**src/rtl/polyshift_pkg.sv**
```systemverilog
// Shared types for the polyshift family: shift modes and sequencer states.
// Used by the single-word shifter and by the multi-word sequencer.
package polyshift_pkg;

   typedef enum logic [1:0] {
      LOGIC            = 2'd0,
      ARITHMETIC       = 2'd1,
      DOUBLE_PRECISION = 2'd2,
      CYCLIC           = 2'd3
   } shift_type_t;

   typedef enum logic [1:0] {
      IDLE = 2'd0,
      RUN  = 2'd1,
      FILL = 2'd2,
      DONE = 2'd3
   } seq_state_t;

endpackage

```
**src/rtl/polyshift_r.sv**
```systemverilog
// Single-word right shifter: LOGIC, ARITHMETIC, DOUBLE_PRECISION ({c,data}) and CYCLIC.
module polyshift_r
   import polyshift_pkg::*;
#(
   parameter int unsigned WORD_WIDTH = 32
) (
   input  logic [WORD_WIDTH-1:0]         i_data,
   input  logic [WORD_WIDTH-1:0]         i_c,
   input  logic [$clog2(WORD_WIDTH)-1:0] i_size,
   input  logic [1:0]                    i_type,
   output logic [WORD_WIDTH-1:0]         o_result
);

   logic [WORD_WIDTH-1:0] w_upper;

   // Shift amount is below WORD_WIDTH, so the MSB of i_c never reaches the result.
   always_comb begin
      w_upper = '0;
      case (shift_type_t'(i_type))
         LOGIC:            w_upper = '0;
         ARITHMETIC:       w_upper = {WORD_WIDTH{i_data[WORD_WIDTH-1]}};
         DOUBLE_PRECISION: w_upper = i_c;
         CYCLIC:           w_upper = i_data;
         default:          w_upper = '0;
      endcase
      o_result = WORD_WIDTH'({w_upper, i_data} >> i_size);
   end

endmodule

```
**src/rtl/polyshift_seq_r.sv**
```systemverilog
// Multi-word right-shift sequencer: one result word per cycle through polyshift_r.
// Optional POLYSHIFT_SEQ_FILL_SKIP_EN fills the all-fill upper words in a single FILL cycle.
module polyshift_seq_r
   import polyshift_pkg::*;
#(
   parameter int unsigned WORD_WIDTH = 32,
   parameter int unsigned WORDS      = 4
) (
   input  logic                                clk_i,
   input  logic                                rst_n_i,
   input  logic                                wr_en_i,
   input  logic [$clog2(WORDS):0]              wr_addr_i,
   input  logic [WORD_WIDTH-1:0]               wr_data_i,
   input  logic                                start_i,
   input  logic [$clog2(WORDS*WORD_WIDTH)-1:0] shift_size_i,
   input  logic [1:0]                          shift_type_i,
   input  logic [$clog2(WORDS)-1:0]            rd_addr_i,
   output logic [WORD_WIDTH-1:0]               rd_data_o,
   output logic                                busy_o,
   output logic                                done_o
);

   localparam int unsigned AW = $clog2(WORDS);
   localparam int unsigned SW = $clog2(WORD_WIDTH);
   localparam int unsigned TW = AW + SW;
   localparam int unsigned JW = AW + 2;
   localparam logic [AW-1:0] LAST = AW'(WORDS - 1);

   logic [WORD_WIDTH-1:0] r_src [WORDS];
   logic [WORD_WIDTH-1:0] r_ext [WORDS];
   logic [WORD_WIDTH-1:0] r_res [WORDS];

   seq_state_t  r_state, w_next;
   shift_type_t r_type;
   logic [AW-1:0] r_q, r_k;
   logic [SW-1:0] r_r;

   logic [JW-1:0]         w_j0, w_j1;
   logic [WORD_WIDTH-1:0] w_lo, w_hi, w_shift, w_fill;
   logic w_start, w_wr, w_run_we, w_fill_we, w_fill_go;

   function automatic logic [WORD_WIDTH-1:0] src_word(input logic [JW-1:0] j);
      logic [WORD_WIDTH-1:0] v;
      v = r_src[j[AW-1:0]];
      if (j >= JW'(WORDS)) begin
         case (r_type)
            LOGIC:            v = '0;
            ARITHMETIC:       v = {WORD_WIDTH{r_src[LAST][WORD_WIDTH-1]}};
            DOUBLE_PRECISION: v = (j < JW'(2*WORDS)) ? r_ext[j[AW-1:0]] : '0;
            default:          v = r_src[j[AW-1:0]];
         endcase
      end
      return v;
   endfunction

   assign w_j0   = JW'(r_k) + JW'(r_q);
   assign w_j1   = w_j0 + JW'(1);
   assign w_fill = (r_type == ARITHMETIC) ? {WORD_WIDTH{r_src[LAST][WORD_WIDTH-1]}} : '0;

   always_comb begin
      w_lo = src_word(w_j0);
      w_hi = src_word(w_j1);
   end

`ifdef POLYSHIFT_SEQ_FILL_SKIP_EN
   assign w_fill_go = ((r_type == LOGIC) || (r_type == ARITHMETIC)) &&
                      (r_q != '0) && (w_j1 >= JW'(WORDS));
`else
   assign w_fill_go = 1'b0;
`endif

   polyshift_r #(
      .WORD_WIDTH (WORD_WIDTH)
   ) u_shift (
      .i_data   (w_lo),
      .i_c      (w_hi),
      .i_size   (r_r),
      .i_type   (DOUBLE_PRECISION),
      .o_result (w_shift)
   );

   always_ff @(posedge clk_i or negedge rst_n_i) begin
      if (!rst_n_i) r_state <= IDLE;
      else          r_state <= w_next;
   end

   always_comb begin
      w_next    = r_state;
      w_start   = 1'b0;
      w_wr      = 1'b0;
      w_run_we  = 1'b0;
      w_fill_we = 1'b0;
      busy_o    = 1'b0;
      done_o    = 1'b0;
      case (r_state)
         IDLE: begin
            if (start_i) begin
               w_start = 1'b1;
               w_next  = RUN;
            end else if (wr_en_i) begin
               w_wr = 1'b1;
            end
         end
         RUN: begin
            busy_o   = 1'b1;
            w_run_we = 1'b1;
            if (w_fill_go)        w_next = FILL;
            else if (r_k == LAST) w_next = DONE;
         end
         FILL: begin
            busy_o    = 1'b1;
            w_fill_we = 1'b1;
            w_next    = DONE;
         end
         DONE: begin
            done_o = 1'b1;
            w_next = IDLE;
         end
         default: w_next = IDLE;
      endcase
   end

   always_ff @(posedge clk_i or negedge rst_n_i) begin
      if (!rst_n_i) begin
         for (int unsigned i = 0; i < WORDS; i++) begin
            r_src[i] <= '0;
            r_ext[i] <= '0;
            r_res[i] <= '0;
         end
         r_q    <= '0;
         r_r    <= '0;
         r_k    <= '0;
         r_type <= LOGIC;
      end else begin
         if (w_wr) begin
            if (wr_addr_i[AW]) r_ext[wr_addr_i[AW-1:0]] <= wr_data_i;
            else               r_src[wr_addr_i[AW-1:0]] <= wr_data_i;
         end
         if (w_start) begin
            r_q    <= shift_size_i[TW-1:SW];
            r_r    <= shift_size_i[SW-1:0];
            r_type <= shift_type_t'(shift_type_i);
            r_k    <= '0;
         end
         if (w_run_we) begin
            r_res[r_k] <= w_shift;
            r_k        <= r_k + AW'(1);
         end
         // r_k already points one past the last RUN-written word here.
         if (w_fill_we) begin
            for (int unsigned j = 0; j < WORDS; j++) begin
               if (AW'(j) >= r_k) r_res[j] <= w_fill;
            end
         end
      end
   end

   assign rd_data_o = r_res[rd_addr_i];

endmodule

```
**config.mk**
```make
export PLATFORM = sky130hd
export DESIGN_NAME = polyshift_seq_r
export DESIGN_NICKNAME = d
export VERILOG_FILES = /design/src/rtl/polyshift_pkg.sv /design/src/rtl/polyshift_r.sv /design/src/rtl/polyshift_seq_r.sv
export SDC_FILE = /design/constraint.sdc
export NUM_CORES = 1
export LEC_CHECK = 0
export CAP_MARGIN = 25
export CORE_UTILIZATION = 35
export DETAILED_ROUTE_END_ITERATION = 6
export DONT_BUFFER_PORTS = 1
export SKIP_LAST_GASP = 1
export SLEW_MARGIN = 40
export SYNTH_ARGS = -nofsm -noshare
export SYNTH_HDL_FRONTEND = slang
export SYNTH_SLANG_ARGS = --single-unit
```
**constraint.sdc**
```tcl
create_clock -name clk_i -period 4.8 [get_ports clk_i]
set_input_delay 1.2 -clock clk_i [delete_from_list [all_inputs] [get_ports clk_i]]
set_output_delay 1.2 -clock clk_i [all_outputs]
set_load 0.005 [all_outputs]
```
=== Yosys cells after proc, flatten, opt, wreduce, memory -nomap -nowiden ===
Cells that the tools add are included.

* Flip-flop bits (word level): 397
* Output and inout bits: 34
* Input bits: 50

* Shift operators: 1
* Reduce and logical (&&, ||, !) cells: 9
* Muxes and demuxes: 49
* Bitwise logic cells: 6
* Equality and inequality tests: 8
* $lt $le $gt $ge: 15
* Add/sub/neg operators: 3

{| class="wikitable"
|+ Operators with widths
! kind !! number
|-
| 32-bit 2-to-1 mux || 21
|-
| 128-bit bitwise mux || 3
|-
| 32-bit binary-select mux with 2-bit select || 5
|-
| 128-bit 2-to-1 mux || 2
|-
| 32-bit one-hot mux with 3 select lines || 2
|-
| 32-bit demux with 2-bit select || 2
|-
| 64-bit by 5-bit right shift with 32-bit output || 1
|-
| 3-bit >= comparator (second input constant) || 6
|-
| 2-bit inverter with 3-bit output || 5
|-
| 1-bit 2-to-1 mux || 9
|-
| 2-bit equality test (second input constant) || 4
|-
| 2-bit 2-to-1 mux || 4
|-
| 2-bit one-hot mux with 4 select lines || 1
|-
| 3-bit by 1-bit less-than comparator with 1-bit output (second input constant) || 2
|-
| 2-bit AND reduction || 3
|-
| 3-bit by 1-bit adder with 4-bit output (second input constant) || 1
|-
| 2-bit by 1-bit equality test with 1-bit output (second input constant) || 2
|-
| 1-bit by 2-bit >= comparator with 1-bit output (first input constant) || 2
|-
| 2-bit >= comparator (first input constant) || 2
|-
| 4-bit by 3-bit >= comparator with 1-bit output (second input constant) || 1
|-
| 2-bit logical NOT || 2
|-
| 3-bit by 4-bit less-than comparator with 1-bit output (second input constant) || 1
|-
| 4-bit less-than comparator (second input constant) || 1
|-
| 2-bit inequality test (second input constant) || 2
|-
| other kinds (6) || 7
|}

=== Longest topological paths before layout ===
* Depth after elaboration: 14
* Depth in mapped cells: 19
* Mapped depth without buffers: 14

=== Hierarchy ===
Synthesis repeated with hierarchy kept, for this count alone.

* Cell total of the unflattened synthesis: 2170
* Area total of the unflattened synthesis: 24985.2 um^2

{| class="wikitable"
|+ By module, submodules not included
! module !! cells an instance !! times used !! area an instance (um^2)
|-
| polyshift_seq_r || 1609 || 1 || 20484.6
|-
| polyshift_r || 561 || 1 || 4500.6
|}

=== Least setup slack after synthesis ===
Ideal clock, no wire load.

* Kind: register to register
* Start point: reg r_k[0]
* End point: reg r_res[44] in the netlist's numbering
* Stages on the path, launching flop included: 18
* Data arrival time: 4.839 ns
* Slack: -0.165 ns
* Cells stage by stage: dfrtp_1 > ha_1 > inv_1 > fa_1 > buf_2 > buf_2 > clkbuf_1 > inv_1 > ha_1 > buf_2 > clkbuf_1 > mux4_2 > a32oi_1 > mux2i_1 > o32a_1 > and3_1 > mux4_2 > a221o_1

* Longest elaborated chain between the ends: 14
* Elaborated cells between the ends (all ways): 38
* Those cells by class: add/sub: 2; order compare: 7; shift: 1; mux: 24; bitwise: 3; reduce/logical: 1

{| class="wikitable"
|+ RTL lines
! what !! line !! RTL
|-
| start: declaration || polyshift_seq_r.sv:35 || <nowiki>logic [AW-1:0] r_q, r_k;</nowiki>
|-
| start signal: assignment || polyshift_seq_r.sv:147 || <nowiki>r_k <= r_k + AW'(1);</nowiki>
|-
| 2-bit by 2-bit adder with 3-bit output || polyshift_seq_r.sv:56 || <nowiki>assign w_j0 = JW'(r_k) + JW'(r_q);</nowiki>
|-
| 3-bit by 1-bit adder with 4-bit output || polyshift_seq_r.sv:57 || <nowiki>assign w_j1 = w_j0 + JW'(1);</nowiki>
|-
| 2-bit inverter with 3-bit output (implied by the code) || polyshift_seq_r.sv:44, polyshift_seq_r.sv:49, polyshift_seq_r.sv:50 ||
|-
| 32-bit binary-select mux with 2-bit select || polyshift_seq_r.sv:49 || <nowiki>DOUBLE_PRECISION: v = (j < JW'(2*WORDS)) ? r_ext[j[AW-1:0]] : '0;</nowiki>
|-
| 32-bit 2-to-1 mux (implied by the code) (2 in a row) || polyshift_seq_r.sv:49 ||
|-
| 32-bit 2-to-1 mux || polyshift_seq_r.sv:49 ||
|-
| 32-bit one-hot mux with 3 select lines || polyshift_seq_r.sv:46 || <nowiki>case (r_type)</nowiki>
|-
| 32-bit 2-to-1 mux || polyshift_seq_r.sv:45 || <nowiki>if (j >= JW'(WORDS)) begin</nowiki>
|-
| 64-bit by 5-bit right shift with 32-bit output || polyshift_r.sv:26 || <nowiki>o_result = WORD_WIDTH'({w_upper, i_data} >> i_size);</nowiki>
|-
| 128-bit bitwise mux || polyshift_seq_r.sv:146 || <nowiki>r_res[r_k] <= w_shift;</nowiki>
|-
| 128-bit 2-to-1 mux || polyshift_seq_r.sv:145 || <nowiki>if (w_run_we) begin</nowiki>
|-
| 32-bit 2-to-1 mux || polyshift_seq_r.sv:152 || <nowiki>if (AW'(j) >= r_k) r_res[j] <= w_fill;</nowiki>
|-
| 128-bit 2-to-1 mux (*) || polyshift_seq_r.sv:150 || <nowiki>if (w_fill_we) begin</nowiki>
|-
| end signal: indexed assignment || polyshift_seq_r.sv:146 ||
|-
| end signal: indexed assignment || polyshift_seq_r.sv:152 ||
|-
| end: declaration || polyshift_seq_r.sv:31 || <nowiki>logic [WORD_WIDTH-1:0] r_res [WORDS];</nowiki>
|}

Every way passes the cells marked *; elsewhere a longest branch is shown, timed or not. The select of a mux whose other input is x is not followed.
A chain may end at the register's enable or synchronous reset.

=== Final worst setup path ===
* Start point: reg r_q[0]
* End point: reg r_res[22] in the netlist's numbering

* Longest elaborated chain between the ends: 14
* Elaborated cells between the ends (all ways): 31
* Those cells by class: add/sub: 2; order compare: 4; shift: 1; mux: 22; bitwise: 2

{| class="wikitable"
|+ RTL lines
! what !! line !! RTL
|-
| start: declaration || polyshift_seq_r.sv:35 ||
|-
| start signal: assignment || polyshift_seq_r.sv:140 || <nowiki>r_q <= shift_size_i[TW-1:SW];</nowiki>
|-
| 2-bit by 2-bit adder with 3-bit output (*) || polyshift_seq_r.sv:56 ||
|-
| 3-bit by 1-bit adder with 4-bit output || polyshift_seq_r.sv:57 ||
|-
| 2-bit inverter with 3-bit output (implied by the code) || polyshift_seq_r.sv:44, polyshift_seq_r.sv:49, polyshift_seq_r.sv:50 ||
|-
| 32-bit binary-select mux with 2-bit select || polyshift_seq_r.sv:49 ||
|-
| 32-bit 2-to-1 mux (implied by the code) (2 in a row) || polyshift_seq_r.sv:49 ||
|-
| 32-bit 2-to-1 mux || polyshift_seq_r.sv:49 ||
|-
| 32-bit one-hot mux with 3 select lines || polyshift_seq_r.sv:46 ||
|-
| 32-bit 2-to-1 mux || polyshift_seq_r.sv:45 ||
|-
| 64-bit by 5-bit right shift with 32-bit output (*) || polyshift_r.sv:26 ||
|-
| 128-bit bitwise mux (*) || polyshift_seq_r.sv:146 ||
|-
| 128-bit 2-to-1 mux (*) || polyshift_seq_r.sv:145 ||
|-
| 32-bit 2-to-1 mux || polyshift_seq_r.sv:152 ||
|-
| 128-bit 2-to-1 mux (*) || polyshift_seq_r.sv:150 ||
|}

Marked as above.

==> results.ini <==
[detailed_routing]
vias=17860
drt_iter0_drc=1723
via_per_inst=6.364
drc_errors=0
first_pass_iters=6
wl_per_cell_um=27.77
drt-total-wl_mm=77.93
final_antenna_net_count=0

[global_route]
grt_pass1_vias=18130
grt_max_degree=398
gr-total-overflow=0
grt_use_total_pct=23.14
grt_antenna_before_repair=2
grt_pass1_wl_mm=119.2

[yosys]
async_flop_share_pct=100.0
synth-seq-cells=397
avgSynthCellArea_um2=12.24
synthesis.area_um2=23230
ys_seq_area_share_pct=42.76
synth_cells=1899
ys_warn_count=0
ys_types=81
synth_edf_count=0
syn-num-nets=1962
synthFlopType=dfrtp_1

[final_layout]
final_nets=1968
mostFrequentLayoutCells=396 x dfrtp_1, 281 x mux2_2, 138 x mux4_2
syn_to_final_growth_pct=13.88
final_area_um2=26460
fillers=6090
multiInputGateArea_um2=12540
layout-drive-gt1-share_pct=36.06
seq_area_um2=9936
mostFrequentLayoutCell=dfrtp_1

[timing]
setup_violations=0
drv_slew=0
finalCritPeriodShare_pct=98.13
fin_ws_ns=0.08997
relSlewSlack_pct=6.986
holdWs_ns=0.3711
max_freq_mhz=212.3
hold_viol_final=0
tightestPinTransition_ns=1.395
period_minus_slack_ns=4.710
grt_setup_unrepaired=true
skew_ns=0.02319

[critical_path]
end_kind=flip-flop
worstPathArrival_ns=5.22
worstSetupPathType=reg2reg
cp_max_fo=10
reg2regPathDepth=16
worstPathRequired_ns=5.31
crit_path_start_kind=flip-flop

[place]
io_buffers=0
gp_congestion=1.021
place_area_um2=24780
dpl_worst_slack_ns=-0.01820
hpwl_mm=53.19

[clock_tree]
cts_setup_buffers=0
htree_levels=2
clk_pin_slew_ns=0.06
root_buffer=clkbuf_16
worstSkewPairLatency_ns=0.58
numCtsBuffers=45
cts_sinks=397
tritoncts=built
clock_path_buffers=3

[flow_run]
drv_cap=0

[floorplanning]
rows=94
start_util_pct=35.34
boundaryPins=84
die_w_um=259.7
die_h_um=259.7
dieArea_um2=67420
core_area_um2=65750

[worst_hold_path]
holdCritPathClass=in2async

[run_status]
outcome=finished, final reports clean

## synthesized netlist by cell type, types with 31 or more instances
master	instances	share of area, %
clkbuf_1	125	2.0
mux2_2	281	14
a21oi_1	70	1.5
o21ai_0	106	2.3
mux4_2	138	13
nor2_1	79	1.3
mux2i_1	112	4.8
dfrtp_1	397	43
o22ai_1	48	1.3
nand2_1	88	1.4
a221o_1	51	2.2
o221a_2	31	1.5
## state kept, by name, indices dropped and copies added, names as in the netlist
register,cells
r_ext,128
r_res,128
r_src,128
r_r,5
r_k,2
r_q,2
r_state,2
r_type,2
## path summary, 6_finish.rpt
| kind | end | slack, ns | startpoint |
|---|---|---|---|
| setup / recovery | r_res[22]$_DFFE_PN0P_ | 0.09 | r_q[0]$_DFFE_PN0P_ |
| hold / removal | r_ext[91]$_DFFE_PN0P_ | 0.37 | rst_n_i |
| setup reg to reg | r_res[22]$_DFFE_PN0P_ | 0.09 | r_q[0]$_DFFE_PN0P_ |
| hold reg to reg | r_res[117]$_DFF_PN0_ | 0.49 | r_res[117]$_DFF_PN0_ |
| max in group asynchronous | r_src[44]$_DFFE_PN0P_ | 3.35 | rst_n_i |
| min in group clk_i | r_res[117]$_DFF_PN0_ | 0.49 | r_res[117]$_DFF_PN0_ |
## per-stage QoR
| stage | utilization [%] | setup TNS, ns | std cells |
|---|---|---|---|
| final | 40.24 | 0 | 2806 |
| after global routing | 40.24 | -0.01828 | 2806 |
| after CTS | 40.21 | 0 | 2805 |
| after detailed placement | 37.69 | -0.01820 | 2722 |
| after global placement | 37.62 | -0.03361 | 2720 |
| after floorplan | - | 0 | 1899 |
## final cells by class
cell class / count / area share, %
timing repair buffer: 137 / 4.478
sequential: 397 / 37.55
multi-input combinational: 1309 / 47.38
tap: 864 / 4.086
clock inverter: 19 / 1.215
antenna: 1 / 0.009458
clock buffer: 64 / 5.060
inverter: 15 / 0.2175
## what timing repair did
item                       in CTS  in global routing
gates resized for setup         2                  5
pin swaps                       0                  2
hold buffers                    0                  0
setup endpoints to repair       5                 29
## metal layers
layer	vias to the layer above	GRT usage, %	wire length, um
met4	2	6.160	1814
met5	-	0	13
met3	125	4.045	5787
li1	7516	-	-
met1	9412	32.66	33710
met2	802	36.57	36600
## logic make-up after synthesis
family	share of synthesized area, %
buf+inv	3.629
fa+ha+maj	0.7324
mux	31.94
compound gates	15.53
flops	42.76
simple gates	5.407
## worst max-delay path, stage by stage (launching register included)
cell and delay (ns):
dfrtp_1 0.38, ha_4 0.14, inv_1 0.04, fa_4 0.82, inv_1 0.07, ha_2 0.33
buf_12 0.15, buf_4 0.23, mux4_2 0.28, a32oi_1 0.12, buf_4 0.18, mux2i_1 0.24
o2bb2ai_1 0.13, a221oi_1 0.55, mux2i_1 0.24, mux2i_1 0.47, o221a_2 0.27
Power is left out: the tool's default activity adds up to more than one toggle a clock period on the data nets, which glitch-free logic cannot reach.
